[config.mk]
export PLATFORM = sky130hd
export DESIGN_NAME = led_mode_scheduler
export DESIGN_NICKNAME = d
export VERILOG_FILES = /design/src/rtl/led_mode_scheduler.sv
export SDC_FILE = /design/constraint.sdc
export NUM_CORES = 1
export LEC_CHECK = 0
export CORE_ASPECT_RATIO = 0.9
export CORE_MARGIN = 2
export CORE_UTILIZATION = 39
export CTS_CLUSTER_DIAMETER = 200
export DETAILED_ROUTE_END_ITERATION = 7
export PLACE_DENSITY = 0.61
export SLEW_MARGIN = 20
export SYNTH_ARGS = -nofsm -noshare
export SYNTH_HDL_FRONTEND = slang
export SYNTH_SLANG_ARGS = --single-unit
[constraint.sdc]
create_clock -name clk -period 3.3 [get_ports clk]
set_input_delay 0.66 -clock clk [delete_from_list [all_inputs] [get_ports clk]]
set_output_delay 0.66 -clock clk [all_outputs]
set_load 0.02 [all_outputs]
[src/rtl/led_mode_scheduler.sv]
// ============================================================================
// Module : led_mode_scheduler
// Debounced two-key mode sequencer (off / manual step / auto-cycle) feeding
// the LED driver selector with a mode code and a captured switch pattern.
// Rev    : 1.0
// ============================================================================
`default_nettype none

module led_mode_scheduler #(
  parameter int DEBOUNCE_CYCLES = 1_000_000,
  parameter int DWELL_CYCLES    = 250_000_000,
  parameter int NUM_MODES       = 4
) (
  input  logic       clk,
  input  logic       rst_n,
  input  logic       key_next_n,
  input  logic       key_auto_n,
  input  logic [7:0] sw_led,
  output logic [3:0] mode_select,
  output logic [7:0] led_select,
  output logic       auto_on,
  output logic       mode_strobe
);

  localparam int c_db_w = $clog2(DEBOUNCE_CYCLES + 1);
  localparam int c_dw_w = $clog2(DWELL_CYCLES + 1);

  localparam logic [c_db_w-1:0] c_db_last  = c_db_w'(DEBOUNCE_CYCLES - 1);
  localparam logic [c_dw_w-1:0] c_dw_last  = c_dw_w'(DWELL_CYCLES - 1);
  localparam logic [3:0]        c_mode_max = 4'(NUM_MODES);

  localparam logic [1:0] c_st_off    = 2'd0;
  localparam logic [1:0] c_st_manual = 2'd1;
  localparam logic [1:0] c_st_auto   = 2'd2;

  // Bit 0 = next key, bit 1 = auto key.
  logic [1:0] w_key_raw;
  logic [1:0] w_press;

  assign w_key_raw = {key_auto_n, key_next_n};

  generate
    for (genvar g = 0; g < 2; g++) begin : g_key
      logic              r_sync1;
      logic              r_sync2;
      logic              r_stable;
      logic              r_press;
      logic [c_db_w-1:0] r_db_cnt;

      // Released (1) is the idle level, so reset never fakes a press.
      always_ff @(posedge clk or negedge rst_n) begin
        if (!rst_n) begin
          r_sync1  <= 1'b1;
          r_sync2  <= 1'b1;
          r_stable <= 1'b1;
          r_press  <= 1'b0;
          r_db_cnt <= '0;
        end else begin
          r_sync1 <= w_key_raw[g];
          r_sync2 <= r_sync1;
          r_press <= 1'b0;
          if (r_sync2 == r_stable) begin
            r_db_cnt <= '0;
          end else if (r_db_cnt == c_db_last) begin
            r_stable <= r_sync2;
            r_press  <= ~r_sync2;
            r_db_cnt <= '0;
          end else begin
            r_db_cnt <= r_db_cnt + c_db_w'(1);
          end
        end
      end

      assign w_press[g] = r_press;
    end
  endgenerate

  logic              w_next_p;
  logic              w_auto_p;
  logic [1:0]        r_state;
  logic [1:0]        w_state_nxt;
  logic [3:0]        r_mode;
  logic [3:0]        w_mode_nxt;
  logic [3:0]        w_mode_adv;
  logic [c_dw_w-1:0] r_dwell;
  logic [c_dw_w-1:0] w_dwell_nxt;
  logic [7:0]        r_led;
  logic              r_auto;
  logic              r_strobe;
  logic              w_mode_chg;

  assign w_next_p   = w_press[0];
  assign w_auto_p   = w_press[1];
  assign w_mode_adv = (r_mode >= c_mode_max) ? 4'd1 : r_mode + 4'd1;
  assign w_mode_chg = (w_mode_nxt != r_mode);

  // State and registered outputs.
  always_ff @(posedge clk or negedge rst_n) begin
    if (!rst_n) begin
      r_state  <= c_st_off;
      r_mode   <= 4'd0;
      r_dwell  <= '0;
      r_led    <= 8'h00;
      r_auto   <= 1'b0;
      r_strobe <= 1'b0;
    end else begin
      r_state  <= w_state_nxt;
      r_mode   <= w_mode_nxt;
      r_dwell  <= w_dwell_nxt;
      r_auto   <= (w_state_nxt == c_st_auto);
      r_strobe <= w_mode_chg;
      if (w_mode_chg) begin
        r_led <= sw_led;
      end
    end
  end

  always_comb begin
    w_state_nxt = r_state;
    case (r_state)
      c_st_off: begin
        if (w_auto_p)      w_state_nxt = c_st_auto;
        else if (w_next_p) w_state_nxt = c_st_manual;
      end
      c_st_manual: begin
        if (w_auto_p) w_state_nxt = c_st_auto;
      end
      c_st_auto: begin
        if (w_auto_p) w_state_nxt = c_st_manual;
      end
      default: w_state_nxt = c_st_off;
    endcase
  end

  // Auto press has priority; a next press on the dwell terminal advances once.
  always_comb begin
    w_mode_nxt  = r_mode;
    w_dwell_nxt = '0;
    case (r_state)
      c_st_off: begin
        if (w_auto_p || w_next_p) w_mode_nxt = 4'd1;
      end
      c_st_manual: begin
        if (!w_auto_p && w_next_p) w_mode_nxt = w_mode_adv;
      end
      c_st_auto: begin
        if (!w_auto_p) begin
          if (w_next_p || (r_dwell == c_dw_last)) begin
            w_mode_nxt = w_mode_adv;
          end else begin
            w_dwell_nxt = r_dwell + c_dw_w'(1);
          end
        end
      end
      default: begin
        w_mode_nxt  = 4'd0;
      end
    endcase
  end

  assign mode_select = r_mode;
  assign led_select  = r_led;
  assign auto_on     = r_auto;
  assign mode_strobe = r_strobe;

endmodule

`default_nettype wire

---- After elaboration in Yosys (flattened, before gate mapping) ----
Index checks and enable logic that the tools add are counted.
word-level totals
  output and inout port bits .............. 14
  logic and storage cells ................. 63
  input port bits ......................... 12
  register bits after elaboration ......... 92
cells by class
  add/sub/neg operators ................... 4
  reduce and logical (&&, ||, !) cells .... 7
  mux-type cells .......................... 22
  bitwise gates (word level) .............. 4
  $lt $le $gt $ge ......................... 1
  eq/ne operators ......................... 9
operator list
  operator                                                           number
  two-way mux 28 bit                                                 3
  two-way mux 20 bit                                                 4
  adder 20 x 1 -> 20 bit, second input constant                      2
  equality test 20 bit, second input constant                        2
  adder 28 x 1 -> 28 bit, second input constant                      1
  equality test 28 bit, second input constant                        1
  two-way mux 4 bit                                                  5
  case mux 4 bit (3 select lines)                                    1
  two-way mux 2 bit                                                  4
  case mux 2 bit (3 select lines)                                    1
  adder 4 x 1 -> 4 bit, second input constant                        1
  equality test 2 bit, second input constant                         2
  greater-or-equal comparator 4 x 3 -> 1 bit, second input constant  1
  two-way mux 1 bit                                                  4
  != test 4 bit                                                      1
  NOT 1 bit                                                          4
  AND reduction 2 bit                                                2
  equality test 1 bit                                                2
  equality test 2 x 1 -> 1 bit, second input constant                1
  logical NOT 2 bit                                                  1
  logical OR 1 bit                                                   2
  logical AND 1 bit                                                  1
  logical NOT 1 bit                                                  1

---- Longest topological paths before layout ----
Gate-level depths: netlist of run 1.
  word-level depth ........................ 6
  gate-level depth with buffers ........... 9
  mapped depth without buffers ............ 8

---- Worst setup path after synthesis of run 1 ----
Ideal clock, no wire load.
  kind .................................... register to register
  start ................................... register r_dwell[0]
  end ..................................... register r_led[0] (netlist: led_select[0])
  clock period less this slack ............ 2.473 ns
  path buffers ............................ 1
  stages on the path, launching flop included .. 10
  arrival time ............................ 2.348 ns
  path slack .............................. 0.827 ns
  library setup time ...................... 0.125 ns
  cell sequence ........................... dfrtp_1 > ha_1 > nand4_1 > or2_4 > nor4_4 > mux2i_1 > xnor2_1 > and4_1 > buf_6 > mux2_4
between the ends
  cells in the longest elaborated chain, start to end .. 6
ends and longest elaborated chain
  element                          RTL line  source
  from (decl)                      85        logic [c_dw_w-1:0] r_dwell;
  from (signal assigned)           109       r_dwell <= w_dwell_nxt;
  equality test 28 bit             148       if (w_next_p || (r_dwell == c_dw_last)) begin
  logical OR 1 bit                 148
  two-way mux 4 bit                148
  two-way mux 4 bit                147       if (!w_auto_p) begin
  case mux 4 bit (3 select lines)  139       case (r_state)
  != test 4 bit                    95        assign w_mode_chg = (w_mode_nxt != r_mode);
  to (signal assigned)             113       r_led <= sw_led;
  to (decl)                        87        logic [7:0] r_led;
No other way between the ends.
A chain may end at the register's enable or synchronous reset.

---- Final worst setup path of run 1 ----
  start ................................... register r_dwell[0]
  end ..................................... register r_led[6] (netlist: led_select[6])
Same word-level chain as after synthesis.

==> impl_metrics.json, run 1 <==
{
  "status": "finished clean",
  "fin_util": 0.466,
  "die_h_um": 105,
  "synth_ff_type": "dfrtp_1",
  "grt_remaining_overflow": 0,
  "drtIter0Drc": 174,
  "avgSynthCellArea_um2": 10.3,
  "fin_nets": 472,
  "die_area_mm2": 0.0121,
  "synth.most_common_cell": "dfrtp_1",
  "globalplace.congestion": 0.858,
  "routedWlPerCell_um": 13.2,
  "grt_pass1_wl_um": 14300,
  "synth-seq-cells": 92,
  "io_buffers": 25,
  "worstSetupPathType": "register to register",
  "synthArstFlopShare": 1.00,
  "fmax_mhz": 362,
  "syn_area_mm2": 0.00439,
  "ys_seq_area_frac": 0.526,
  "cts_setup_buffers": 0,
  "synth_cell_type_count": 49,
  "critPathRequiredTime_ps": 3530,
  "cp-start-kind": "register",
  "synth_top_area_frac": 0.490,
  "avgViaCountPerCell": 4.95,
  "grt_pass1_vias": 3036,
  "fin_crit_ps": 2760,
  "tns_ps": 0,
  "clk_pin_slew_ps": 70,
  "ys_top_cells_by_count": "dfrtp_1 (86), nor2_1 (76), xor2_1 (41)",
  "p_per_area_mw_per_mm2": 431,
  "total_power_mw": 2.19,
  "cts_root_buf": "clkbuf_16",
  "cp.arrival_ps": 2990,
  "drt_pass1_iterations": 4,
  "cp-end-kind": "register",
  "tightest_slew_ps": 707,
  "synth_top_area_cell": "dfrtp_1",
  "drcViolationCount": 0,
  "rsz0062_at_grt": "no",
  "rows": 36,
  "htreeDepth": 3,
  "p_leak_nw": 2.17,
  "cts_buffers": 9,
  "cts-hold-fix-buffers": 0,
  "finClkSkew_ps": 9.72,
  "slew_viol_final": 0,
  "hold_viol_final": 0,
  "worstPathMaxFanout": 9,
  "timing.final.crit_share": 0.836,
  "wirelength_um": 8080,
  "vias": 3037,
  "final-setup-viol-count": 0,
  "drive_gt1_frac": 0.0933,
  "area_delta_synth_final_pct": 15.8,
  "hp-class": "primary input to asynchronous set/reset pin",
  "cts_tree": "done",
  "synth_nets": 443,
  "synth-edff-count": 0,
  "cts_resized": 0,
  "clock_latency_ps": 340,
  "hpwl_um": 5590,
  "synth.area.top_cells": "dfrtp_1 (49%), xor2_1 (8.2%), nor2_1 (6.5%)",
  "clockBufferDepth": 2,
  "start_util": 0.403,
  "antenna_found_initial": 0,
  "chipWidth_um": 116,
  "netlist_instances": 427,
  "core_area_mm2": 0.0109,
  "ir_worst_vdd_mv": 0.245,
  "slew_headroom": 0.529,
  "timing.hold.ws_ps": 354,
  "ioPinCount": 26,
  "dp.cells": 597,
  "max_cap_viol_count": 0,
  "fin_cells": 613,
  "yosysWarnings": 0,
  "grtUsageTotal": 0.147,
  "clkSinkCount": 92,
  "grt_max_degree": 56,
  "drtAntennaViolNets": 0,
  "n_antenna_cell": 0
}
==> layout make-up <==
class / count / area, um^2
clock inverters: 6 / 47.5
inverters: 13 / 48.8
well taps: 152 / 190
clock buffers: 10 / 229
repair buffers: 29 / 278
fillers: 1042 / 5820
flip-flops and latches: 92 / 2310
multi-input cells: 311 / 1980
==> cells in the final DEF (no fill, tap or decap), types with 4 or more instances in the layout <==
cell type,n
nand4_1,6
buf_4,5
xnor2_1,20
a21oi_1,6
dfstp_2,6
clkbuf_16,9
clkdlybuf4s50_1,24
o21ai_0,12
inv_1,13
nor3b_1,6
nor2_1,76
ha_1,4
nand3_1,28
dfrtp_1,86
nand2_1,32
or3_1,7
mux2_4,8
nor3_1,5
xor2_1,41
and3_1,17
==> metal layers <==
metal,track usage,share of wire,routed length [um],vias up
met5,0,0,0,-
met3,0.0476,0.036,287,12
met1,0.202,0.50,4000,1503
met2,0.221,0.45,3660,30
met4,0.0442,0.015,121,0
li1,-,-,-,1492
==> through the flow <==
stage	instance area (um^2)	worst slack, ps
after floorplan	4390	827
after global placement	4810	643
after detailed placement	4810	547
after CTS	5080	523
after global routing	5080	357
final	5080	540
==> worst max-delay path, cell delays in order (launching register included) <==
cell	delay, ps
dfrtp_1	390
ha_1	230
nand4_1	140
or2_4	280
nor4_4	440
mux2i_1	310
xnor2_1	140
and4_1	190
buf_4	210
mux2_4	320
==> cell families after synthesis <==
kind of cell | synth area share
and+or+nand+nor | 0.239
DFF | 0.526
buffers and inverters | 0.0225
muxes | 0.0371
adders and majority gates | 0.0114
AOI/OAI and AO/OA | 0.0416
xor gates and xnor gates | 0.122
==> worst paths after layout <==
| kind | end | startpoint | depth (start not counted) | slack (ps) |
|---|---|---|---|---|
| setup / recovery | led_select[6]$_DFFE_PN0P_ | r_dwell[0]$_DFF_PN0_ | 9 | 540 |
| hold / removal | auto_on$_DFF_PN0_ | rst_n | 1 | 350 |
| min in group clk | g_key[0].r_sync2$_DFF_PN1_ | g_key[0].r_sync1$_DFF_PN1_ | 0 | 360 |
| setup reg to reg | led_select[6]$_DFFE_PN0P_ | r_dwell[0]$_DFF_PN0_ | 9 | 540 |
| max in group asynchronous | g_key[0].r_db_cnt[11]$_DFF_PN0_ | rst_n | 2 | 2170 |
| hold reg to reg | g_key[0].r_sync2$_DFF_PN1_ | g_key[0].r_sync1$_DFF_PN1_ | 0 | 360 |
==> state kept, by name, summed over array words and instances, names as in the netlist <==
signal and flops:
auto_on 1, g_key.r_db_cnt 40, g_key.r_press 2, g_key.r_stable 2, g_key.r_sync1 2, g_key.r_sync2 2
led_select 8, mode_select 4, mode_strobe 1, r_dwell 28, r_state 2
==> where the power goes <==
group	internal, mW	switching (mW)
Combinational	0.0339	0.0458
Clock	0.517	0.440
Sequential	1.14	0.0102
Note: power is estimated with default switching activity, not from simulation.
==> inputs of run 2 (changes only) <==
- PLACE_DENSITY: 0.61 -> 0.63
- clock period: 3.3 -> 2.25 ns (I/O delays scaled with it)
==> impl_metrics.json, run 2 (synthesis gave the netlist of run 1 again) <==
{
  "status": "finished with violations",
  "failed_checks": "negative setup slack",
  "busiest_layer": "met2",
  "cts_buffers": 9,
  "hold_viol_final": 0,
  "ir_worst_vdd_mv": 0.484,
  "crit_chain": "nor4b_4, nand4_2, nor4_4, mux2i_2, xnor2_1, and4_4, clkbuf_16, mux2_4",
  "htreeDepth": 3,
  "timing.final.crit_share": 1.11,
  "cts_tree": "done",
  "placed_cell_area_mm2": 0.00517,
  "fin_nets": 517,
  "seq_area_mm2": 0.00231,
  "clkSinkCount": 92,
  "crit_buf_inv": 1,
  "clockBufferDepth": 2,
  "cp-end-kind": "register",
  "slew_viol_final": 0,
  "finClkSkew_ps": 9.77,
  "drcViolationCount": 0,
  "avgViaCountPerCell": 4.89,
  "worstPathMaxFanout": 4,
  "drtAntennaViolNets": 0,
  "final_common_cell": "dfrtp_1",
  "drive_gt1_frac": 0.186,
  "io_buffers": 25,
  "final-setup-viol-count": 8,
  "dp.cells": 640,
  "wirelength_um": 8670,
  "fillers": 996,
  "grt_pass1_vias": 3270,
  "multiInputGateArea_mm2": 0.00200,
  "p_leak_nw": 2.45,
  "grt_max_degree": 43,
  "clk_pin_slew_ps": 60,
  "gr-usage-met3": 0.0510,
  "area_delta_synth_final_pct": 25.1,
  "ioPinCount": 26,
  "chipWidth_um": 116,
  "grt_use_met2": 0.241,
  "vias": 3215,
  "largest_reg_flops": 40,
  "final_cell_mix": "dfrtp_1 (86), nor2_1 (76), buf_4 (46)",
  "worst_slack_ps": -250,
  "core_area_mm2": 0.0109,
  "hp-class": "primary input to asynchronous set/reset pin",
  "fin_crit_ps": 2500,
  "cts_root_buf": "clkbuf_16",
  "rsz0062_at_grt": "yes",
  "clock_latency_ps": 340,
  "n_antenna_cell": 0,
  "start_util": 0.403,
  "finalInstanceArea_mm2": 0.00549,
  "max_stage_delay_ps": 400,
  "drt_pass1_iterations": 4,
  "critPathRequiredTime_ps": 2470,
  "met1_usage": 0.215,
  "grtUsageTotal": 0.157,
  "antenna_found_initial": 0,
  "slowest_stage": "dfrtp_1",
  "die_area_mm2": 0.0121,
  "routedWlPerCell_um": 13.2,
  "hpwl_um": 6090,
  "grt_remaining_overflow": 0,
  "slew_headroom": 0.613,
  "fmax_mhz": 400,
  "grt_pass1_wl_um": 15300,
  "die_h_um": 105,
  "globalplace.congestion": 0.941,
  "tightest_slew_ps": 575,
  "top_register": "g_key.r_db_cnt",
  "p_per_area_mw_per_mm2": 581,
  "crit_family": "simple AND/OR/NAND/NOR gates",
  "timing.hold.ws_ps": 75.6,
  "max_cap_viol_count": 0,
  "fin_util": 0.504,
  "rows": 36,
  "cp.arrival_ps": 2720,
  "cp-start-kind": "register",
  "drtIter0Drc": 197,
  "fin_cells": 658,
  "worstSetupPathType": "register to register"
}
run 2: metal layers:
metal	wire, um	vias up
li1	-	1594
met1	4170	1572
met2	4080	41
met3	336	8
met4	83	0
met5	0	-
run 2: repair_timing:
item,in CTS,in global routing
gates cloned,0,1
setup endpoints to repair,11,12
pin swaps,1,3
hold buffers,0,0
buffers inserted,0,1
gates resized for setup,2,5
run 2: metrics by stage:
stage	setup slack (ps)	power [mW]	TNS, ps
finish	-250	3.19	-1870
global route	-388	3.34	-3200
CTS	-277	3.24	-2190
detailed placement	-273	1.85	-2190
global placement	-186	1.85	-1480
floorplan	-144	1.76	-1150
run 2: area by class of cell:
class | instances | area share
inverters | 13 | 0.00889
clock inverters | 7 | 0.00775
clock buffers | 9 | 0.0410
flip-flops and latches | 92 | 0.421
multi-input cells | 311 | 0.365
repair buffers | 74 | 0.122
well taps | 152 | 0.0346
run 2: where the power goes:
part	total [mW]	switching (mW)	leakage [nW]	internal [mW]
combinational	0.123	0.0685	1.07	0.0546
clock	1.38	0.631	0.139	0.744
sequential	1.69	0.0150	1.24	1.68
run 2: path summary, 6_finish.rpt:
path | to | slack [ps] | start | cells after the start
worst max-delay path | led_select[0]$_DFFE_PN0P_ | -250 | r_dwell[16]$_DFF_PN0_ | 8
worst min-delay path | mode_select[0]$_DFF_PN0_ | 80 | rst_n | 1
worst max register to register | led_select[0]$_DFFE_PN0P_ | -250 | r_dwell[16]$_DFF_PN0_ | 8
worst min register to register | g_key[0].r_sync2$_DFF_PN1_ | 360 | g_key[0].r_sync1$_DFF_PN1_ | 0
max in group asynchronous | g_key[1].r_sync1$_DFF_PN1_ | 1530 | rst_n | 2
min in group clk | g_key[0].r_sync2$_DFF_PN1_ | 360 | g_key[0].r_sync1$_DFF_PN1_ | 0
==> inputs of run 3 (changes only) <==
- GPL_TIMING_DRIVEN: unset -> 0
==> impl_metrics.json, run 3 (synthesis gave the netlist of run 1 again) <==
{
  "slew_viol_final": 0,
  "swShare": 0.224,
  "largest_reg_flops": 40,
  "worst_slack_ps": -283,
  "chipWidth_um": 116,
  "io_buffers": 25,
  "cp.arrival_ps": 2760,
  "ioPinCount": 26,
  "multiInputGateArea_mm2": 0.00205,
  "tightest_slew_ps": 533,
  "grt_pass1_vias": 3050,
  "rows": 36,
  "tns_ps": -2310,
  "cts_root_buf": "clkbuf_16",
  "hpwl_um": 5430,
  "slew_headroom": 0.641,
  "n_antenna_cell": 0,
  "p_int_mw": 2.48,
  "clkSinkCount": 92,
  "grt_remaining_overflow": 0,
  "fmax_mhz": 395,
  "cts-hold-fix-buffers": 0,
  "ir_worst_vdd_mv": 0.411,
  "critPathCapture": "led_select[1]$_DFFE_PN0P_",
  "status": "finished with violations",
  "fillers": 1001,
  "p_leak_nw": 2.36,
  "top_register": "g_key.r_db_cnt",
  "wirelength_um": 8330,
  "power_frac_clock": 0.434,
  "globalplace.congestion": 0.833,
  "fin_util": 0.495,
  "fin_nets": 504,
  "drive_gt1_frac": 0.168,
  "r2r_slack_ps": -280,
  "worstRegToRegCells": 9,
  "drtIter0Drc": 94,
  "rr_endpoint": "led_select[1]$_DFFE_PN0P_",
  "p_switching_mw": 0.716,
  "finClkSkew_ps": 9.30,
  "clock_latency_ps": 340,
  "vias": 3138,
  "start_util": 0.403,
  "cts_tree": "done",
  "worstSetupPathType": "register to register",
  "cts_buffers": 9,
  "power_frac_comb": 0.038,
  "seq_power_share": 0.528,
  "worstPathMaxFanout": 5,
  "clockBufferDepth": 2,
  "die_h_um": 105,
  "drt_pass1_iterations": 4,
  "final-setup-viol-count": 9,
  "antenna_found_initial": 0,
  "p_per_area_mw_per_mm2": 593,
  "drcViolationCount": 0,
  "final_common_cell": "dfrtp_1",
  "max_cap_viol_count": 0,
  "final_cell_mix": "dfrtp_1 (84), nor2_1 (75), xor2_1 (41)",
  "hold_viol_final": 1,
  "rsz0062_at_grt": "yes",
  "critPathLaunch": "r_dwell[10]$_DFF_PN0_",
  "seq_area_mm2": 0.00231,
  "core_area_mm2": 0.0109,
  "area_delta_synth_final_pct": 23.0,
  "cp-start-kind": "register",
  "timing.final.crit_share": 1.13,
  "timing.hold.ws_ps": -1.35,
  "fin_crit_ps": 2530,
  "grtUsageTotal": 0.150,
  "die_area_mm2": 0.0121,
  "cp-end-kind": "register",
  "grt_max_degree": 59,
  "htreeDepth": 3,
  "critPathRequiredTime_ps": 2480,
  "failed_checks": "negative hold slack, negative setup slack",
  "clk_pin_slew_ps": 70,
  "grt_pass1_wl_um": 14500,
  "routedWlPerCell_um": 12.9,
  "place_ws_ps": -440,
  "drtAntennaViolNets": 0,
  "r2r_start": "r_dwell[10]$_DFF_PN0_",
  "avgViaCountPerCell": 4.87,
  "hp-class": "primary input to asynchronous set/reset pin"
}
==> run 3: changes by cell type in the layout (fill, tap and decap cells not counted), moves of 3 or more <==
cell,delta
buf_12,-3
buf_4,-24
buf_6,+4
clkbuf_1,+7
clkinv_2,-3
==> run 3: worst min path at each step <==
stage	slack [ps]	depth (start not counted)	to	start
floorplan	150	0	auto_on$_DFF_PN0_	rst_n
global placement	350	0	g_key[1].r_sync2$_DFF_PN1_	g_key[1].r_sync1$_DFF_PN1_
detailed placement	350	0	g_key[0].r_sync2$_DFF_PN1_	g_key[0].r_sync1$_DFF_PN1_
CTS	3	1	r_dwell[0]$_DFF_PN0_	rst_n
global route	10	1	r_dwell[23]$_DFF_PN0_	rst_n
finish	-1	1	r_dwell[18]$_DFF_PN0_	rst_n
==> run 3: what timing repair did <==
action	CTS	global route
endpoints found under the setup margin	34	45
resized for setup	14	16
cloned	1	0
setup buffers	23	8
pin swaps	4	7
==> run 3: routing by layer <==
layer,part of all wire,GRT usage
met3,0.036,0.0493
met1,0.48,0.205
met2,0.47,0.225
met4,0.021,0.0510
met5,0,0
==> run 3: layout make-up <==
cell class	instances	share of cell area
Buffer	10	0.00996
Clock buffer	11	0.0431
Clock inverter	5	0.00672
Inverter	13	0.00904
Multi-Input combinational cell	311	0.379
Sequential cell	92	0.428
Tap cell	152	0.0352
Timing Repair Buffer	51	0.0885
==> run 3: power by group through the flow <==
stage               sequential, mW  clock (mW)  combinational [mW]
CTS                           1.69        1.43               0.126
global route                  1.69        1.51               0.137
floorplan                     1.73           0              0.0346
global placement              1.72           0               0.118
finish                        1.69        1.39               0.121
detailed placement            1.72           0               0.126
==> run 3: worst max-delay path: stages (launching register included) <==
cell and delay, ps:
dfrtp_2 440, nor4b_4 280, nand4_2 130, nor4_4 310
buf_6 170, mux2i_4 240, xnor2_1 130, and4_4 270
buf_8 140, mux2_4 300
==> run 3: through the flow <==
stage	cells	total power [mW]	cell area [um^2]
floorplan	427	1.76	4390
global placement	604	1.84	4830
global route	645	3.34	5400
CTS	644	3.25	5340
finish	645	3.20	5400
detailed placement	605	1.85	4860
